<file path="src/rtl/wb_arbiter_2m_pkg.sv">
// wb_arb_pkg: shared state type, bus widths and cycle-type codes for the two-master arbiter
package wb_arb_pkg;
  localparam int AW = 32;
  localparam int DW = 32;
  localparam int SW = DW / 8;
  typedef enum logic [1:0] {IDLE = 2'd0, GNT0 = 2'd1, GNT1 = 2'd2} arb_state_t;
  localparam logic [2:0] CTI_CLASSIC = 3'b000;
  localparam logic [2:0] CTI_CONST   = 3'b001;
  localparam logic [2:0] CTI_INCR    = 3'b010;
  localparam logic [2:0] CTI_END     = 3'b111;
endpackage

</file>
<file path="src/rtl/wb_arbiter_2m_if.sv">
// wshb_if: Wishbone bus bundle with registered-feedback cycle tags
interface wshb_if;
  import wb_arb_pkg::*;
  logic [AW-1:0] adr;
  logic [DW-1:0] dat_ms;
  logic [DW-1:0] dat_sm;
  logic [SW-1:0] sel;
  logic          stb;
  logic          we;
  logic          cyc;
  logic [2:0]    cti;
  logic [1:0]    bte;
  logic          ack;
  modport master (output adr, dat_ms, sel, stb, we, cyc, cti, bte, input dat_sm, ack);
  modport slave  (input adr, dat_ms, sel, stb, we, cyc, cti, bte, output dat_sm, ack);
endinterface

</file>
<file path="src/rtl/wb_arbiter_2m_mux.sv">
// wb_arb_mux: grant-driven 2:1 master-to-slave multiplexer with ack steering
module wb_arb_mux
  import wb_arb_pkg::*;
(
  input  logic [1:0] i_gnt,
  wshb_if.slave      wb_m0,
  wshb_if.slave      wb_m1,
  wshb_if.master     wb_s
);
  // Put the granted master on the slave port; with no grant everything reads as zero
  always_comb begin
    wb_s.adr    = i_gnt[0] ? wb_m0.adr    : i_gnt[1] ? wb_m1.adr    : '0;
    wb_s.dat_ms = i_gnt[0] ? wb_m0.dat_ms : i_gnt[1] ? wb_m1.dat_ms : '0;
    wb_s.sel    = i_gnt[0] ? wb_m0.sel    : i_gnt[1] ? wb_m1.sel    : '0;
    wb_s.we     = i_gnt[0] ? wb_m0.we     : i_gnt[1] ? wb_m1.we     : 1'b0;
    wb_s.cti    = i_gnt[0] ? wb_m0.cti    : i_gnt[1] ? wb_m1.cti    : '0;
    wb_s.bte    = i_gnt[0] ? wb_m0.bte    : i_gnt[1] ? wb_m1.bte    : '0;
    wb_s.cyc    = i_gnt[0] ? wb_m0.cyc    : i_gnt[1] ? wb_m1.cyc    : 1'b0;
    wb_s.stb    = i_gnt[0] ? wb_m0.stb    : i_gnt[1] ? wb_m1.stb    : 1'b0;
  end
  // Only the owner sees ack; read data fans out to both since ack qualifies it
  always_comb begin
    wb_m0.ack    = i_gnt[0] & wb_s.ack;
    wb_m1.ack    = i_gnt[1] & wb_s.ack;
    wb_m0.dat_sm = wb_s.dat_sm;
    wb_m1.dat_sm = wb_s.dat_sm;
  end
endmodule

</file>
<file path="src/rtl/wb_arbiter_2m.sv">
// wb_arbiter_2m: round-robin two-master Wishbone arbiter, grant held for a whole cyc period
module wb_arbiter_2m
  import wb_arb_pkg::*;
#(
  parameter int NB_MASTERS = 2,
  parameter bit FIRST_PRIO = 1'b0
) (
  input  logic       clk,
  input  logic       rst,
  wshb_if.slave      wb_m0,
  wshb_if.slave      wb_m1,
  wshb_if.master     wb_s,
  output logic [1:0] gnt
);
  arb_state_t r_state;
  arb_state_t w_next;
  logic       r_last;
  if (NB_MASTERS != 2) begin : g_bad_nb
    $error("wb_arbiter_2m supports exactly two masters");
  end
  // Grant register and last-served memory; reset abandons any cycle in flight
  always_ff @(posedge clk or negedge rst) begin
    if (!rst) begin
      r_state <= IDLE;
      r_last  <= ~FIRST_PRIO;
    end else begin
      r_state <= w_next;
      if (r_state == GNT0 && !wb_m0.cyc) r_last <= 1'b0;
      else if (r_state == GNT1 && !wb_m1.cyc) r_last <= 1'b1;
    end
  end
  // Hold the owner while its cyc stays up, hand over directly, tie-break away from last served
  always_comb begin
    w_next = r_state;
    case (r_state)
      IDLE:    w_next = (wb_m0.cyc && wb_m1.cyc) ? (r_last ? GNT0 : GNT1) :
                        wb_m0.cyc ? GNT0 : wb_m1.cyc ? GNT1 : IDLE;
      GNT0:    w_next = wb_m0.cyc ? GNT0 : wb_m1.cyc ? GNT1 : IDLE;
      GNT1:    w_next = wb_m1.cyc ? GNT1 : wb_m0.cyc ? GNT0 : IDLE;
      default: w_next = IDLE;
    endcase
  end
  // One-hot grant decoded straight from the state register
  always_comb begin
    gnt = {r_state == GNT1, r_state == GNT0};
  end
  wb_arb_mux u_mux (
    .i_gnt (gnt),
    .wb_m0 (wb_m0),
    .wb_m1 (wb_m1),
    .wb_s  (wb_s)
  );
endmodule
</file>
<file path="src/flat_wrapper.sv">
// flat-port wrapper written by rule: the top's interface ports become plain ports
module wb_arbiter_2m_flat import wb_arb_pkg::*;
#(
  parameter int NB_MASTERS = 2,
  parameter bit FIRST_PRIO = 1'b0
)
  (clk, rst, gnt, wb_m0_adr, wb_m0_dat_ms, wb_m0_sel, wb_m0_stb, wb_m0_we, wb_m0_cyc, wb_m0_cti, wb_m0_bte, wb_m0_dat_sm, wb_m0_ack, wb_m1_adr, wb_m1_dat_ms, wb_m1_sel, wb_m1_stb, wb_m1_we, wb_m1_cyc, wb_m1_cti, wb_m1_bte, wb_m1_dat_sm, wb_m1_ack, wb_s_adr, wb_s_dat_ms, wb_s_sel, wb_s_stb, wb_s_we, wb_s_cyc, wb_s_cti, wb_s_bte, wb_s_dat_sm, wb_s_ack);
  wshb_if wb_m0_i ();
  wshb_if wb_m1_i ();
  wshb_if wb_s_i ();
  input  logic clk;
  input  logic rst;
  output logic [1:0] gnt;
  input wire logic [$bits(wb_m0_i.adr)-1:0] wb_m0_adr;
  input wire logic [$bits(wb_m0_i.dat_ms)-1:0] wb_m0_dat_ms;
  input wire logic [$bits(wb_m0_i.sel)-1:0] wb_m0_sel;
  input wire logic [$bits(wb_m0_i.stb)-1:0] wb_m0_stb;
  input wire logic [$bits(wb_m0_i.we)-1:0] wb_m0_we;
  input wire logic [$bits(wb_m0_i.cyc)-1:0] wb_m0_cyc;
  input wire logic [$bits(wb_m0_i.cti)-1:0] wb_m0_cti;
  input wire logic [$bits(wb_m0_i.bte)-1:0] wb_m0_bte;
  output wire logic [$bits(wb_m0_i.dat_sm)-1:0] wb_m0_dat_sm;
  output wire logic [$bits(wb_m0_i.ack)-1:0] wb_m0_ack;
  input wire logic [$bits(wb_m1_i.adr)-1:0] wb_m1_adr;
  input wire logic [$bits(wb_m1_i.dat_ms)-1:0] wb_m1_dat_ms;
  input wire logic [$bits(wb_m1_i.sel)-1:0] wb_m1_sel;
  input wire logic [$bits(wb_m1_i.stb)-1:0] wb_m1_stb;
  input wire logic [$bits(wb_m1_i.we)-1:0] wb_m1_we;
  input wire logic [$bits(wb_m1_i.cyc)-1:0] wb_m1_cyc;
  input wire logic [$bits(wb_m1_i.cti)-1:0] wb_m1_cti;
  input wire logic [$bits(wb_m1_i.bte)-1:0] wb_m1_bte;
  output wire logic [$bits(wb_m1_i.dat_sm)-1:0] wb_m1_dat_sm;
  output wire logic [$bits(wb_m1_i.ack)-1:0] wb_m1_ack;
  output wire logic [$bits(wb_s_i.adr)-1:0] wb_s_adr;
  output wire logic [$bits(wb_s_i.dat_ms)-1:0] wb_s_dat_ms;
  output wire logic [$bits(wb_s_i.sel)-1:0] wb_s_sel;
  output wire logic [$bits(wb_s_i.stb)-1:0] wb_s_stb;
  output wire logic [$bits(wb_s_i.we)-1:0] wb_s_we;
  output wire logic [$bits(wb_s_i.cyc)-1:0] wb_s_cyc;
  output wire logic [$bits(wb_s_i.cti)-1:0] wb_s_cti;
  output wire logic [$bits(wb_s_i.bte)-1:0] wb_s_bte;
  input wire logic [$bits(wb_s_i.dat_sm)-1:0] wb_s_dat_sm;
  input wire logic [$bits(wb_s_i.ack)-1:0] wb_s_ack;
  assign wb_m0_i.adr = wb_m0_adr;
  assign wb_m0_i.dat_ms = wb_m0_dat_ms;
  assign wb_m0_i.sel = wb_m0_sel;
  assign wb_m0_i.stb = wb_m0_stb;
  assign wb_m0_i.we = wb_m0_we;
  assign wb_m0_i.cyc = wb_m0_cyc;
  assign wb_m0_i.cti = wb_m0_cti;
  assign wb_m0_i.bte = wb_m0_bte;
  assign wb_m0_dat_sm = wb_m0_i.dat_sm;
  assign wb_m0_ack = wb_m0_i.ack;
  assign wb_m1_i.adr = wb_m1_adr;
  assign wb_m1_i.dat_ms = wb_m1_dat_ms;
  assign wb_m1_i.sel = wb_m1_sel;
  assign wb_m1_i.stb = wb_m1_stb;
  assign wb_m1_i.we = wb_m1_we;
  assign wb_m1_i.cyc = wb_m1_cyc;
  assign wb_m1_i.cti = wb_m1_cti;
  assign wb_m1_i.bte = wb_m1_bte;
  assign wb_m1_dat_sm = wb_m1_i.dat_sm;
  assign wb_m1_ack = wb_m1_i.ack;
  assign wb_s_adr = wb_s_i.adr;
  assign wb_s_dat_ms = wb_s_i.dat_ms;
  assign wb_s_sel = wb_s_i.sel;
  assign wb_s_stb = wb_s_i.stb;
  assign wb_s_we = wb_s_i.we;
  assign wb_s_cyc = wb_s_i.cyc;
  assign wb_s_cti = wb_s_i.cti;
  assign wb_s_bte = wb_s_i.bte;
  assign wb_s_i.dat_sm = wb_s_dat_sm;
  assign wb_s_i.ack = wb_s_ack;
  wb_arbiter_2m #(.NB_MASTERS(NB_MASTERS), .FIRST_PRIO(FIRST_PRIO)) u_core (.clk(clk), .rst(rst), .wb_m0(wb_m0_i), .wb_m1(wb_m1_i), .wb_s(wb_s_i), .gnt(gnt));
endmodule
</file>
<file path="config.mk">
export PLATFORM = sky130hd
export DESIGN_NAME = wb_arbiter_2m_flat
export DESIGN_NICKNAME = d
export VERILOG_FILES = /design/src/rtl/wb_arbiter_2m_pkg.sv /design/src/rtl/wb_arbiter_2m_if.sv /design/src/rtl/wb_arbiter_2m_mux.sv /design/src/rtl/wb_arbiter_2m.sv /design/src/flat_wrapper.sv
export SDC_FILE = /design/constraint.sdc
export NUM_CORES = 1
export LEC_CHECK = 0
export BUFFER_PORTS_ARGS = -buffer_cell sky130_fd_sc_hd__buf_2
export CORE_AREA = 2 2 129 131
export DETAILED_ROUTE_END_ITERATION = 10
export DIE_AREA = 0 0 131 133
export HOLD_SLACK_MARGIN = 0.08
export MAX_ROUTING_LAYER = met4
export PLACE_DENSITY = 0.42
export SETUP_SLACK_MARGIN = 0.3
export SYNTH_ARGS = -nofsm -noshare
export SYNTH_HDL_FRONTEND = slang
export SYNTH_SLANG_ARGS = --single-unit
</file>
<file path="constraint.sdc">
create_clock -name clk -period 3.7 [get_ports clk]
set_input_delay 0.185 -clock clk [delete_from_list [all_inputs] [get_ports clk]]
set_output_delay 0.185 -clock clk [all_outputs]
set_load 0.01 [all_outputs]
</file>
Word-level counts from Yosys, hierarchy flattened:

Index checks and enable logic that the tools add are counted.

* flip-flop bits (word level): 3
* logic and storage cells: 38

* bitwise operators: 2
* reduce and logical (&&, ||, !) cells: 7
* equality and inequality tests: 2
* multiplexer cells: 25

Operators with widths (count)
* $mux W32: 4
* $mux W2: 7
* $mux W1: 9
* $mux W4: 2
* $mux W3: 2
* $pmux W2 S3: 1
* $logic_and A1 B1 Y1: 3
* $and A1 B1 Y1: 2
* $eq A2 B1 Y1 const B: 1
* $eq A2 B2 Y1 const B: 1
* $logic_not A1 Y1: 2
* $logic_not A2 Y1: 1
* $reduce_bool A2 Y1: 1

Logic depth before layout (Yosys ltp):

* depth after elaboration: 4
* gate-level depth with buffers: 5

Modules after synthesis:

A second synthesis with hierarchy kept.

* cell total of the unflattened synthesis: 179
* area, all modules: 1457.6 µm²

By module, submodules not included
* wb_arb_mux: cells an instance 164, times used 1, seq. area each 0.0 µm², area an instance 1313.8 µm²
* wb_arbiter_2m: cells an instance 15, times used 1, seq. area each 76.3 µm², area an instance 143.9 µm²

Least setup slack after synthesis:

No wires, ideal clock.

* kind: register to output
* start point: register u_core.r_state[1]
* end point: output wb_s_dat_ms[10]
* required time: 3.515 ns
* cell stages (with the launch flop): 6
* arrival time: 1.173 ns
* setup slack: 2.342 ns
* cells stage by stage: dfrtp_1 > nor2b_1 > buf_6 > buf_8 > buf_8 > a22o_1

* word-level cells in the longest chain between the ends: 3
* elaborated cells between the ends (all ways): 4
* classes of those cells: eq/ne: 2; mux: 2

RTL lines
* start, declared: line wb_arbiter_2m.sv:15 `arb_state_t r_state;`
* start signal, assigned: line wb_arbiter_2m.sv:27 `r_state <= w_next;`
* $eq A2 B2 Y1: line wb_arbiter_2m.sv:45 `gnt = {r_state == GNT1, r_state == GNT0};`
* $mux W32: line wb_arbiter_2m_mux.sv:13 `wb_s.dat_ms = i_gnt[0] ? wb_m0.dat_ms : i_gnt[1] ? wb_m1.dat_ms : '0;`
* $mux W32 *: line wb_arbiter_2m_mux.sv:13
* end, declared: line flat_wrapper.sv:35 `output wire logic [$bits(wb_s_i.dat_ms)-1:0] wb_s_dat_ms;`

Mark *: on every way between the ends. The rest lies on a longest branch, timed or not.

Final worst setup path:

* start point: register u_core.r_state[0]
* end point: output wb_s_dat_ms[7]

The elaborated chain is that of the path after synthesis.

==> impl_metrics.py <==
metrics = {
    "cells_and_area": {
        "syn2layout_area_growth_pct": 66.58,
        "post-route-util": 0.1485,
        "drive_gt1_frac": 0.7262,
        "nNetsFinal": 524,
        "layout_common_cells": "buf_2 (234), a22o_1 (76), buf_4 (4)",
        "instances_no_fill": 556,
        "stdcell_area_um2": 2401,
        "diodes": 0,
        "final_common_cell": "buf_2",
    },
    "routing": {
        "wl_per_cell_um": 11.58,
        "drtAntennaViolNets": 0,
        "wl_met2_mm": 3.494,
        "wirelength_met1_mm": 2.098,
        "dr.pass1.iters": 3,
        "drcViolationCount": 0,
        "drt-total-wl_mm": 6.440,
        "first_iter_violations": 35,
        "vias": 1890,
        "dr_wl_met3_um": 679,
        "top_layer_used": "met4",
        "via_per_inst": 3.399,
    },
    "timing": {
        "min_period_ps": 2197,
        "tightest_slew_ps": 606.7,
        "fin_ws_ps": 1503,
        "fmax_mhz": 455.2,
        "maxSlewViolCount": 0,
        "finClkSkew_ps": 0.8571,
        "slew_headroom": 0.5947,
        "rsz0062_at_grt": "false",
        "setup_violations": 0,
        "finalSetupTns_ps": 0,
        "hold_ws_ps": 225.1,
        "hold_viol_final": 0,
        "finalCritPeriodShare": 0.5937,
    },
    "worst_hold_path": {
        "worstHoldEndpoint": "u_core.r_state[0]",
        "hold_path_depth": 2,
        "min_from": "wb_m0_cyc",
        "hp-class": "in -> reg",
    },
    "critical_path": {
        "endpoint_kind": "output pin",
        "critPathKind": "reg -> out",
        "crit_start": "u_core.r_state[0]",
        "rrSetupSlack_ps": 2740,
        "crit_fanout": 30,
        "cp.required_ps": 3510,
        "reg2reg_to": "u_core.r_state[1]",
        "worstRegToRegCells": 3,
        "crit_arrival_ps": 2010,
        "worst_setup_path_start_kind": "flip-flop",
        "r2r-start": "u_core.r_last",
    },
    "die": {
        "coreArea_um2": 16170,
        "die_x_um": 131,
        "placementRows": 47,
        "ioPinCount": 331,
        "die_h_um": 133,
        "initial_core_util": 0.08913,
        "die_area_um2": 17420,
    },
    "global_routing": {
        "grt_max_degree": 42,
        "antenna_found_initial": 1,
        "grt_pass1_vias": 1719,
        "grt_pass1_wl_mm": 8.321,
        "grt_use_total": 0.06351,
        "globalRouteOverflowTotal": 0,
    },
    "clock_tree": {
        "clockBufferDepth": 2,
        "cts.clk_slew.worst_paths_ps": 30,
        "cts_made_buffers": 3,
        "cts_htree_levels": 1,
        "clock_latency_ps": 220,
        "cts_root_buf": "clkbuf_16",
        "cts_setup_buffers": 0,
        "cts_tree": "built",
        "cts.sinks": 3,
    },
    "placement": {
        "dp_slack_ps": 1694,
        "hpwl_mm": 5.584,
        "dp.cells": 551,
        "portBuffers": 234,
        "placed_cell_area_um2": 2312,
        "globalplace.congestion": 0.7241,
    },
    "logic_synthesis": {
        "syn_nets": 362,
        "yosysSeqAreaShare": 0.05295,
        "yosysWarnings": 0,
        "ys_types": 15,
        "synth_seq_cells": 3,
        "syn-cell-area_um2": 1441,
        "syn_area_per_cell_um2": 8.236,
        "netlist_instances": 175,
    },
    "run": {
        "maxCapViolations": 0,
    },
    "pwr": {
        "comb_power_share": 0.712,
        "p_clk_frac": 0.220,
        "powerDensity_nw_per_um2": 322.1,
        "p_int_mw": 0.4585,
        "p_switching_mw": 0.3148,
        "leakage_nw": 1.429,
        "p_seq_frac": 0.068,
        "peakVddDrop_v": 0.0001068,
        "power_mw": 0.7733,
        "netSwitchingFraction": 0.4071,
    },
    "status": {
        "status": "finished clean",
    },
}
-- cells in the mapped netlist, drive strengths merged --
master   n  area (um^2)
nor2     2        7.510
o22a     1        8.760
a21oi    1        5.000
and2     3        18.77
nor2b    3        18.77
dfstp    1        26.28
a22o    76        665.6
dfrtp    2        50.05
o22ai    1        6.260
inv      1        3.750
buf     82        620.6
o21ai    2        10.01
-- registers in the layout (all words and copies together) (netlist names) --
signal          flops
u_core.r_state      2
u_core.r_last       1
-- critical path, cell delays in order, from the launching register on --
cell	delay [ps]
dfrtp_1	450
nor2b_4	580
buf_4	410
a22o_1	200
buf_2	130
-- metal layers --
layer  track usage  vias to the layer above
met1       0.05207                      776
met4       0.02719                        0
met5             -                        -
li1              -                      922
met3      0.006066                       21
met2        0.1356                      171
-- logic make-up (layout without fill, tap and decap cells) --
group           count (synthesis)  after routing  share of synthesized area
buf+inv                        83            244                     0.4332
compound gates                 81             81                     0.4826
simple gates                    8              8                    0.03125
flops                           3              3                    0.05296
-- how the worst max path moves through the flow --
stage | end | slack [ps]
after floorplan | wb_s_dat_ms[10] | 2340
after global placement | wb_s_dat_ms[7] | 1660
after detailed placement | wb_s_dat_ms[7] | 1690
after CTS | wb_s_dat_ms[7] | 1460
after global routing | wb_s_dat_ms[7] | 1330
final | wb_s_dat_ms[7] | 1500
-- what timing repair did --
| action | 4_1_cts | 5_1_grt |
|---|---|---|
| endpoints found under the hold margin | 3 | 0 |
| hold buffers | 1 | 0 |
| resized for setup | 0 | 0 |
-- layout make-up --
| class | instances | area [um^2] |
|---|---|---|
| tap | 220 | 275.3 |
| clock buffer | 4 | 78.83 |
| timing repair buffer | 239 | 1211 |
| sequential | 3 | 76.32 |
| multi-input combinational | 89 | 755.7 |
| fill | 1829 | 13770 |
| inverter | 1 | 3.754 |
-- power groups by stage --
stage	sequential, mW	clock, mW	combinational [mW]
after floorplan	0.0491	0	0.404
after global placement	0.0534	0	0.563
after detailed placement	0.0530	0	0.557
after CTS	0.0526	0.173	0.558
after global routing	0.0544	0.178	0.606
final	0.0527	0.170	0.551
Note: power is estimated with default switching activity, not from simulation.
